<file path="src/rtl/rps_pkg.sv">
// Shared definitions for the rock-paper-scissors match controller slice.
// Holds the winner encodings, the match FSM state encoding, the default
// match parameters and the bit positions of the decoded round outcome.
package rps_pkg;

    // Winner code reported on the winner output.
    typedef enum logic [1:0] {
        WIN_NONE = 2'b00,
        WIN_A    = 2'b01,
        WIN_B    = 2'b10,
        WIN_DRAW = 2'b11
    } winner_t;

    // Match controller states.
    typedef enum logic [1:0] {
        ST_IDLE = 2'b00,
        ST_PLAY = 2'b01,
        ST_DONE = 2'b10
    } state_t;

    // Default match shape: first to three, at most nine rounds.
    localparam int DEF_WINS_NEEDED = 3;
    localparam int DEF_MAX_ROUNDS  = 9;

    // Bit positions inside the one-hot decoded outcome.
    localparam int OUT_A   = 0;
    localparam int OUT_B   = 1;
    localparam int OUT_TIE = 2;

endpackage

</file>
<file path="src/rtl/rps_round_check.sv">
// Combinational validator for one judged round.
// Ports:
//   player_a_wins, player_b_wins, tie_game : raw judge result bits
//   round_ok : exactly one judge bit is high
//   outcome  : one-hot {tie, b, a}; all zero when the round is malformed
module rps_round_check
    import rps_pkg::*;
(
    input  logic       player_a_wins,
    input  logic       player_b_wins,
    input  logic       tie_game,
    output logic       round_ok,
    output logic [2:0] outcome
);

    logic [2:0] raw_s;

    // Exactly-one-hot test and gated outcome decode.
    always_comb begin
        raw_s          = 3'b000;
        raw_s[OUT_A]   = player_a_wins;
        raw_s[OUT_B]   = player_b_wins;
        raw_s[OUT_TIE] = tie_game;
        case (raw_s)
            3'b001, 3'b010, 3'b100: begin
                round_ok = 1'b1;
                outcome  = raw_s;
            end
            default: begin
                round_ok = 1'b0;
                outcome  = 3'b000;
            end
        endcase
    end

endmodule

</file>
<file path="src/rtl/rps_match_ctrl.sv">
// Rock-paper-scissors match controller. Consumes one judged round per
// round_valid strobe, keeps the running score and declares the winner of a
// first-to-WINS_NEEDED match capped at MAX_ROUNDS rounds (ties count toward
// the cap). Malformed judge results set a sticky error and are discarded.
// Ports:
//   clk, rst_n         : clock, asynchronous active-low reset
//   start              : pulse, clears and begins a new match (top priority)
//   round_valid        : judge result bits valid this cycle
//   player_a_wins, player_b_wins, tie_game : judge result bits
//   round_ready        : high while a match is in progress
//   score_a, score_b   : rounds won by each player
//   round_count        : accepted rounds, ties included
//   match_over         : match decided
//   winner             : 00 none, 01 A, 10 B, 11 draw (non-zero only when over)
//   result_err         : sticky malformed-round flag for the current match
module rps_match_ctrl
    import rps_pkg::*;
#(
    parameter int WINS_NEEDED = DEF_WINS_NEEDED,
    parameter int MAX_ROUNDS  = DEF_MAX_ROUNDS,
    parameter int SCORE_W     = 3,
    parameter int RND_W       = 4
) (
    input  logic               clk,
    input  logic               rst_n,
    input  logic               start,
    input  logic               round_valid,
    input  logic               player_a_wins,
    input  logic               player_b_wins,
    input  logic               tie_game,
    output logic               round_ready,
    output logic [SCORE_W-1:0] score_a,
    output logic [SCORE_W-1:0] score_b,
    output logic [RND_W-1:0]   round_count,
    output logic               match_over,
    output logic [1:0]         winner,
    output logic               result_err
);

    localparam logic [SCORE_W-1:0] WINS_TGT  = SCORE_W'(WINS_NEEDED);
    localparam logic [RND_W-1:0]   ROUND_CAP = RND_W'(MAX_ROUNDS);

    state_t             state_r, state_s;
    logic [SCORE_W-1:0] score_a_r, score_a_s;
    logic [SCORE_W-1:0] score_b_r, score_b_s;
    logic [RND_W-1:0]   round_count_r, round_count_s;
    winner_t            winner_r, winner_s;
    logic               result_err_r, result_err_s;
    logic               round_ready_r, round_ready_s;
    logic               match_over_r, match_over_s;

    logic               round_ok_s;
    logic [2:0]         outcome_s;

    rps_round_check u_round_check (
        .player_a_wins (player_a_wins),
        .player_b_wins (player_b_wins),
        .tie_game      (tie_game),
        .round_ok      (round_ok_s),
        .outcome       (outcome_s)
    );

    // Next-state, score update and match-end decision.
    always_comb begin
        state_s       = state_r;
        score_a_s     = score_a_r;
        score_b_s     = score_b_r;
        round_count_s = round_count_r;
        winner_s      = winner_r;
        result_err_s  = result_err_r;

        case (state_r)
            ST_IDLE: begin
                if (start) begin
                    state_s       = ST_PLAY;
                    score_a_s     = SCORE_W'(0);
                    score_b_s     = SCORE_W'(0);
                    round_count_s = RND_W'(0);
                    winner_s      = WIN_NONE;
                    result_err_s  = 1'b0;
                end else begin
                    state_s = ST_IDLE;
                end
            end
            ST_PLAY: begin
                if (start) begin
                    // Restart wins over any round presented in the same cycle.
                    state_s       = ST_PLAY;
                    score_a_s     = SCORE_W'(0);
                    score_b_s     = SCORE_W'(0);
                    round_count_s = RND_W'(0);
                    winner_s      = WIN_NONE;
                    result_err_s  = 1'b0;
                end else if (round_valid && !round_ok_s) begin
                    result_err_s = 1'b1;
                end else if (round_valid) begin
                    case (outcome_s)
                        3'b001:  score_a_s = score_a_r + SCORE_W'(1);
                        3'b010:  score_b_s = score_b_r + SCORE_W'(1);
                        3'b100:  score_a_s = score_a_r;
                        default: score_a_s = score_a_r;
                    endcase
                    round_count_s = round_count_r + RND_W'(1);
                    // A threshold win is checked before the cap so that a
                    // decisive final round reports the player, not the cap.
                    if (score_a_s == WINS_TGT) begin
                        state_s  = ST_DONE;
                        winner_s = WIN_A;
                    end else if (score_b_s == WINS_TGT) begin
                        state_s  = ST_DONE;
                        winner_s = WIN_B;
                    end else if (round_count_s == ROUND_CAP) begin
                        state_s = ST_DONE;
                        if (score_a_s > score_b_s) begin
                            winner_s = WIN_A;
                        end else if (score_b_s > score_a_s) begin
                            winner_s = WIN_B;
                        end else begin
                            winner_s = WIN_DRAW;
                        end
                    end else begin
                        state_s = ST_PLAY;
                    end
                end else begin
                    state_s = ST_PLAY;
                end
            end
            ST_DONE: begin
                if (start) begin
                    state_s       = ST_PLAY;
                    score_a_s     = SCORE_W'(0);
                    score_b_s     = SCORE_W'(0);
                    round_count_s = RND_W'(0);
                    winner_s      = WIN_NONE;
                    result_err_s  = 1'b0;
                end else begin
                    state_s = ST_DONE;
                end
            end
            default: begin
                state_s       = ST_IDLE;
                score_a_s     = SCORE_W'(0);
                score_b_s     = SCORE_W'(0);
                round_count_s = RND_W'(0);
                winner_s      = WIN_NONE;
                result_err_s  = 1'b0;
            end
        endcase

        round_ready_s = (state_s == ST_PLAY);
        match_over_s  = (state_s == ST_DONE);
    end

    // State, counters and all output flags are registered together.
    always_ff @(posedge clk or negedge rst_n) begin
        if (!rst_n) begin
            state_r       <= ST_IDLE;
            score_a_r     <= SCORE_W'(0);
            score_b_r     <= SCORE_W'(0);
            round_count_r <= RND_W'(0);
            winner_r      <= WIN_NONE;
            result_err_r  <= 1'b0;
            round_ready_r <= 1'b0;
            match_over_r  <= 1'b0;
        end else begin
            state_r       <= state_s;
            score_a_r     <= score_a_s;
            score_b_r     <= score_b_s;
            round_count_r <= round_count_s;
            winner_r      <= winner_s;
            result_err_r  <= result_err_s;
            round_ready_r <= round_ready_s;
            match_over_r  <= match_over_s;
        end
    end

    assign round_ready = round_ready_r;
    assign score_a     = score_a_r;
    assign score_b     = score_b_r;
    assign round_count = round_count_r;
    assign match_over  = match_over_r;
    assign winner      = winner_r;
    assign result_err  = result_err_r;

endmodule

</file>
<file path="config.mk">
export PLATFORM = sky130hd
export DESIGN_NAME = rps_match_ctrl
export DESIGN_NICKNAME = d
export VERILOG_FILES = /design/src/rtl/rps_pkg.sv /design/src/rtl/rps_round_check.sv /design/src/rtl/rps_match_ctrl.sv
export SDC_FILE = /design/constraint.sdc
export NUM_CORES = 1
export LEC_CHECK = 0
export BUFFER_PORTS_ARGS = -buffer_cell sky130_fd_sc_hd__buf_2
export CORE_UTILIZATION = 45
export DETAILED_ROUTE_END_ITERATION = 6
export PLACE_DENSITY = 0.76
export SYNTH_ARGS = -nofsm -noshare
export SYNTH_HDL_FRONTEND = slang
export SYNTH_SLANG_ARGS = --single-unit
</file>
<file path="constraint.sdc">
create_clock -name clk -period 2.3 [get_ports clk]
set_clock_uncertainty 0.2 [all_clocks]
set_input_delay 0.345 -clock clk [delete_from_list [all_inputs] [get_ports clk]]
set_output_delay 0.345 -clock clk [all_outputs]
set_load 0.05 [all_outputs]
</file>
==> out/results.txt <==
static leakage: 0.667 nW
first-pass detailed-route iteration total: 4
most frequent cells in the layout: 21 x buf_2, 16 x buf_4, 13 x dfrtp_1
mapped cell area: 0.00114 mm^2
Layout Nets: 163
Post-CTS Setup Repair Bufs: 0
H-tree depth: 1
clock slew at reported path FFs: 0.11 ns
Rel. slew slack: 71.9%
Sequential Power Share: 53.7%
Die Wd: 52.3 um
DR vias/cell: 5.60
Tcrit/Tclk final: 96.6%
Slew @ Worst Pin: 0.421 ns
Final GP Congestion: 0.771
pin count of the biggest net entering global routing: 18
async set or reset register ratio after synthesis: 100%
Post-Route Setup TNS: 0 ns
Routed Antenna Nets: 0
routed wire length: 2650 um
register area share after synthesis: 37.4%
Post-Syn Nets: 124
clock root buffer: clkbuf_4
Comb power frac: 18.1%
initial DRC count: 16
Yosys top cell by area: dfrtp_1
Area contributors post-synth: dfrtp_1 37%, ha_1 7.7%, o21ai_0 5.7%
GRT overflow: 0
antenna violations before repair: 0
unique cell type count in the Yosys netlist: 42
DRC viols: 0
Core ar.: 0.00230 mm^2
dpl cells: 171
# clock sinks: 17
CTS tree: yes
first-pass GRT wire length: 4060 um
Data required, critical path: 2.30 ns
Psw: 0.170 mW
Synth top area share: 37.4%
sw frac: 29.5%
Ant. Diodes: 0
CP Capture Type: register
Max Cap Viol: 0
pins over their slew limit: 0
Internal: 0.408 mW
CTS Buffer Depth: 2
critical path type: reg2reg
crit path max fanout: 2
commonest non-fill, non-tap cell in the layout: buf_2
YS warnings: 0
Core Util, Final: 63.8%
top_reg_cell synth: dfrtp_1
worst-skew pair later-pin latency: 0.30 ns
clock network power share: 28.3%
PortBufs: 21
final cell count without fillers: 176
syn avg cell area: 10.4 um^2
Max Fclk: 0.450 GHz
share of layout cells above drive strength 1: 41.9%
vias in the first global route: 878
DR WL/cell: 15.1 um
Final min period: 2.22 ns
crit start category: register
Starting Density: 49.6%
Final setup viols: 0
detailed-route via count: 986
outcome: finished clean
Yosys reg bits: 17
peak supply drop: 0.000338 V
GR Util All Layers: 20.8%
total CTS buffers: 3
fill count: 194
Post-synth EDFFs: 0
worst hold-check path type: in2reg
Post-Synthesis Cells: 110
Site Rows: 17
crit path DAT: 2.22 ns
Pwr per Cell Area: 394 mW/mm^2
Area Overhead vs Synth: 28.7%
Total Die Area: 0.00274 mm^2
IO Pins: 22
post-DP HPWL: 2010 um
Hold Fails Final Rpt: 0
Chip Height: 52.3 um
[timing repair]
action | CTS | global route
hold endpoints to repair | 17 | 0
hold buffers | 1 | 0
endpoints found under the setup margin | 0 | 2
gates resized for setup | 0 | 3
[final timing paths]
kind	start	endpoint	slack [ns]	cells past startpoint
setup reg to reg	score_b[1]	winner[0]	0.08	9
setup / recovery	score_b[1]	winner[0]	0.08	9
hold reg to reg	winner[1]	winner[1]	0.32	1
max in group asynchronous	rst_n	score_a[1]	1.30	2
hold / removal	start	state_r[0]	0.20	3
min in group asynchronous	rst_n	round_count[1]	0.29	2
[layer usage]
| layer | global-route usage, % | share of wire, % | wire [um] |
|---|---|---|---|
| met5 | 0 | 0 | 0 |
| met3 | 2.90 | 3.8 | 100 |
| met4 | 6.14 | 1.1 | 28 |
| met1 | 27.7 | 47 | 1230 |
| met2 | 34.6 | 49 | 1290 |
[synth_stat cells, drive strengths merged (2+ instances only)]
cell type and count:
a22o 3, a211oi 4, nor3b 3, nor2 3, xnor2 3, nand2 9
and4bb 3, nand3 2, or3b 2, mux2i 2, o21ai 14, ha 7
buf 3, inv 5, a21oi 4, xor2 3, or2 2, nor2b 4
dfrtp 17
[worst max-delay path, cell delays in order, from the launching register on]
cell	delay [ns]
dfrtp_2	0.44
ha_4	0.16
and4bb_2	0.26
xnor2_4	0.19
inv_2	0.06
ha_4	0.26
o21ai_1	0.07
a32oi_1	0.16
o21ai_1	0.08
a22o_1	0.23
[kinds of logic (layout without fill, tap and decap cells)]
family,after synthesis,after routing,share of synthesized area [%]
buffers and inverters,9,47,3.85
AND/OR/NAND/NOR,32,32,18.1
XOR/XNOR,6,6,6.26
AO/OA/AOI/OAI,36,36,22.9
multiplexers,3,3,3.85
flip-flops,17,17,37.4
adder cells (fa/ha/maj),7,7,7.69
[power by group through the flow]
| stage | logic [mW] | registers [mW] | clock network, mW |
|---|---|---|---|
| 2_1_floorplan | 0.0427 | 0.333 | 0 |
| 3_3_place_gp | 0.0989 | 0.315 | 0 |
| 3_5_place_dp | 0.102 | 0.316 | 0 |
| 4_1_cts | 0.104 | 0.310 | 0.170 |
| 5_1_grt | 0.115 | 0.311 | 0.178 |
| 6_report | 0.104 | 0.310 | 0.163 |
[per-stage QoR]
step	cell area (um^2)	hold slack (ns)	setup WS [ns]	total power, mW
after global routing	1470	0.215	-0.00484	0.604
after floorplan	1170	-0.151	-0.0959	0.376
after detailed placement	1400	0.0947	-0.181	0.418
after global placement	1400	0.0898	-0.154	0.414
final	1470	0.204	0.0780	0.578
after CTS	1440	0.199	0.0185	0.583
[sequential cells by signal, indices dropped and copies added, names as in the netlist]
register	count
winner	2
round_ready	1
result_err	1
round_count	4
state_r	2
score_b	3
score_a	3
match_over	1
[layout make-up]
cell class | count | area [um^2] | area share [%]
Tap cell | 28 | 35.0 | 2.39
Multi-Input combinational cell | 84 | 718 | 49.0
Clock inverter | 1 | 5.00 | 0.342
Sequential cell | 17 | 430 | 29.4
Timing Repair Buffer | 38 | 235 | 16.1
Inverter | 5 | 18.8 | 1.28
Clock buffer | 3 | 22.5 | 1.54
Note: power is estimated with default switching activity, not from simulation.
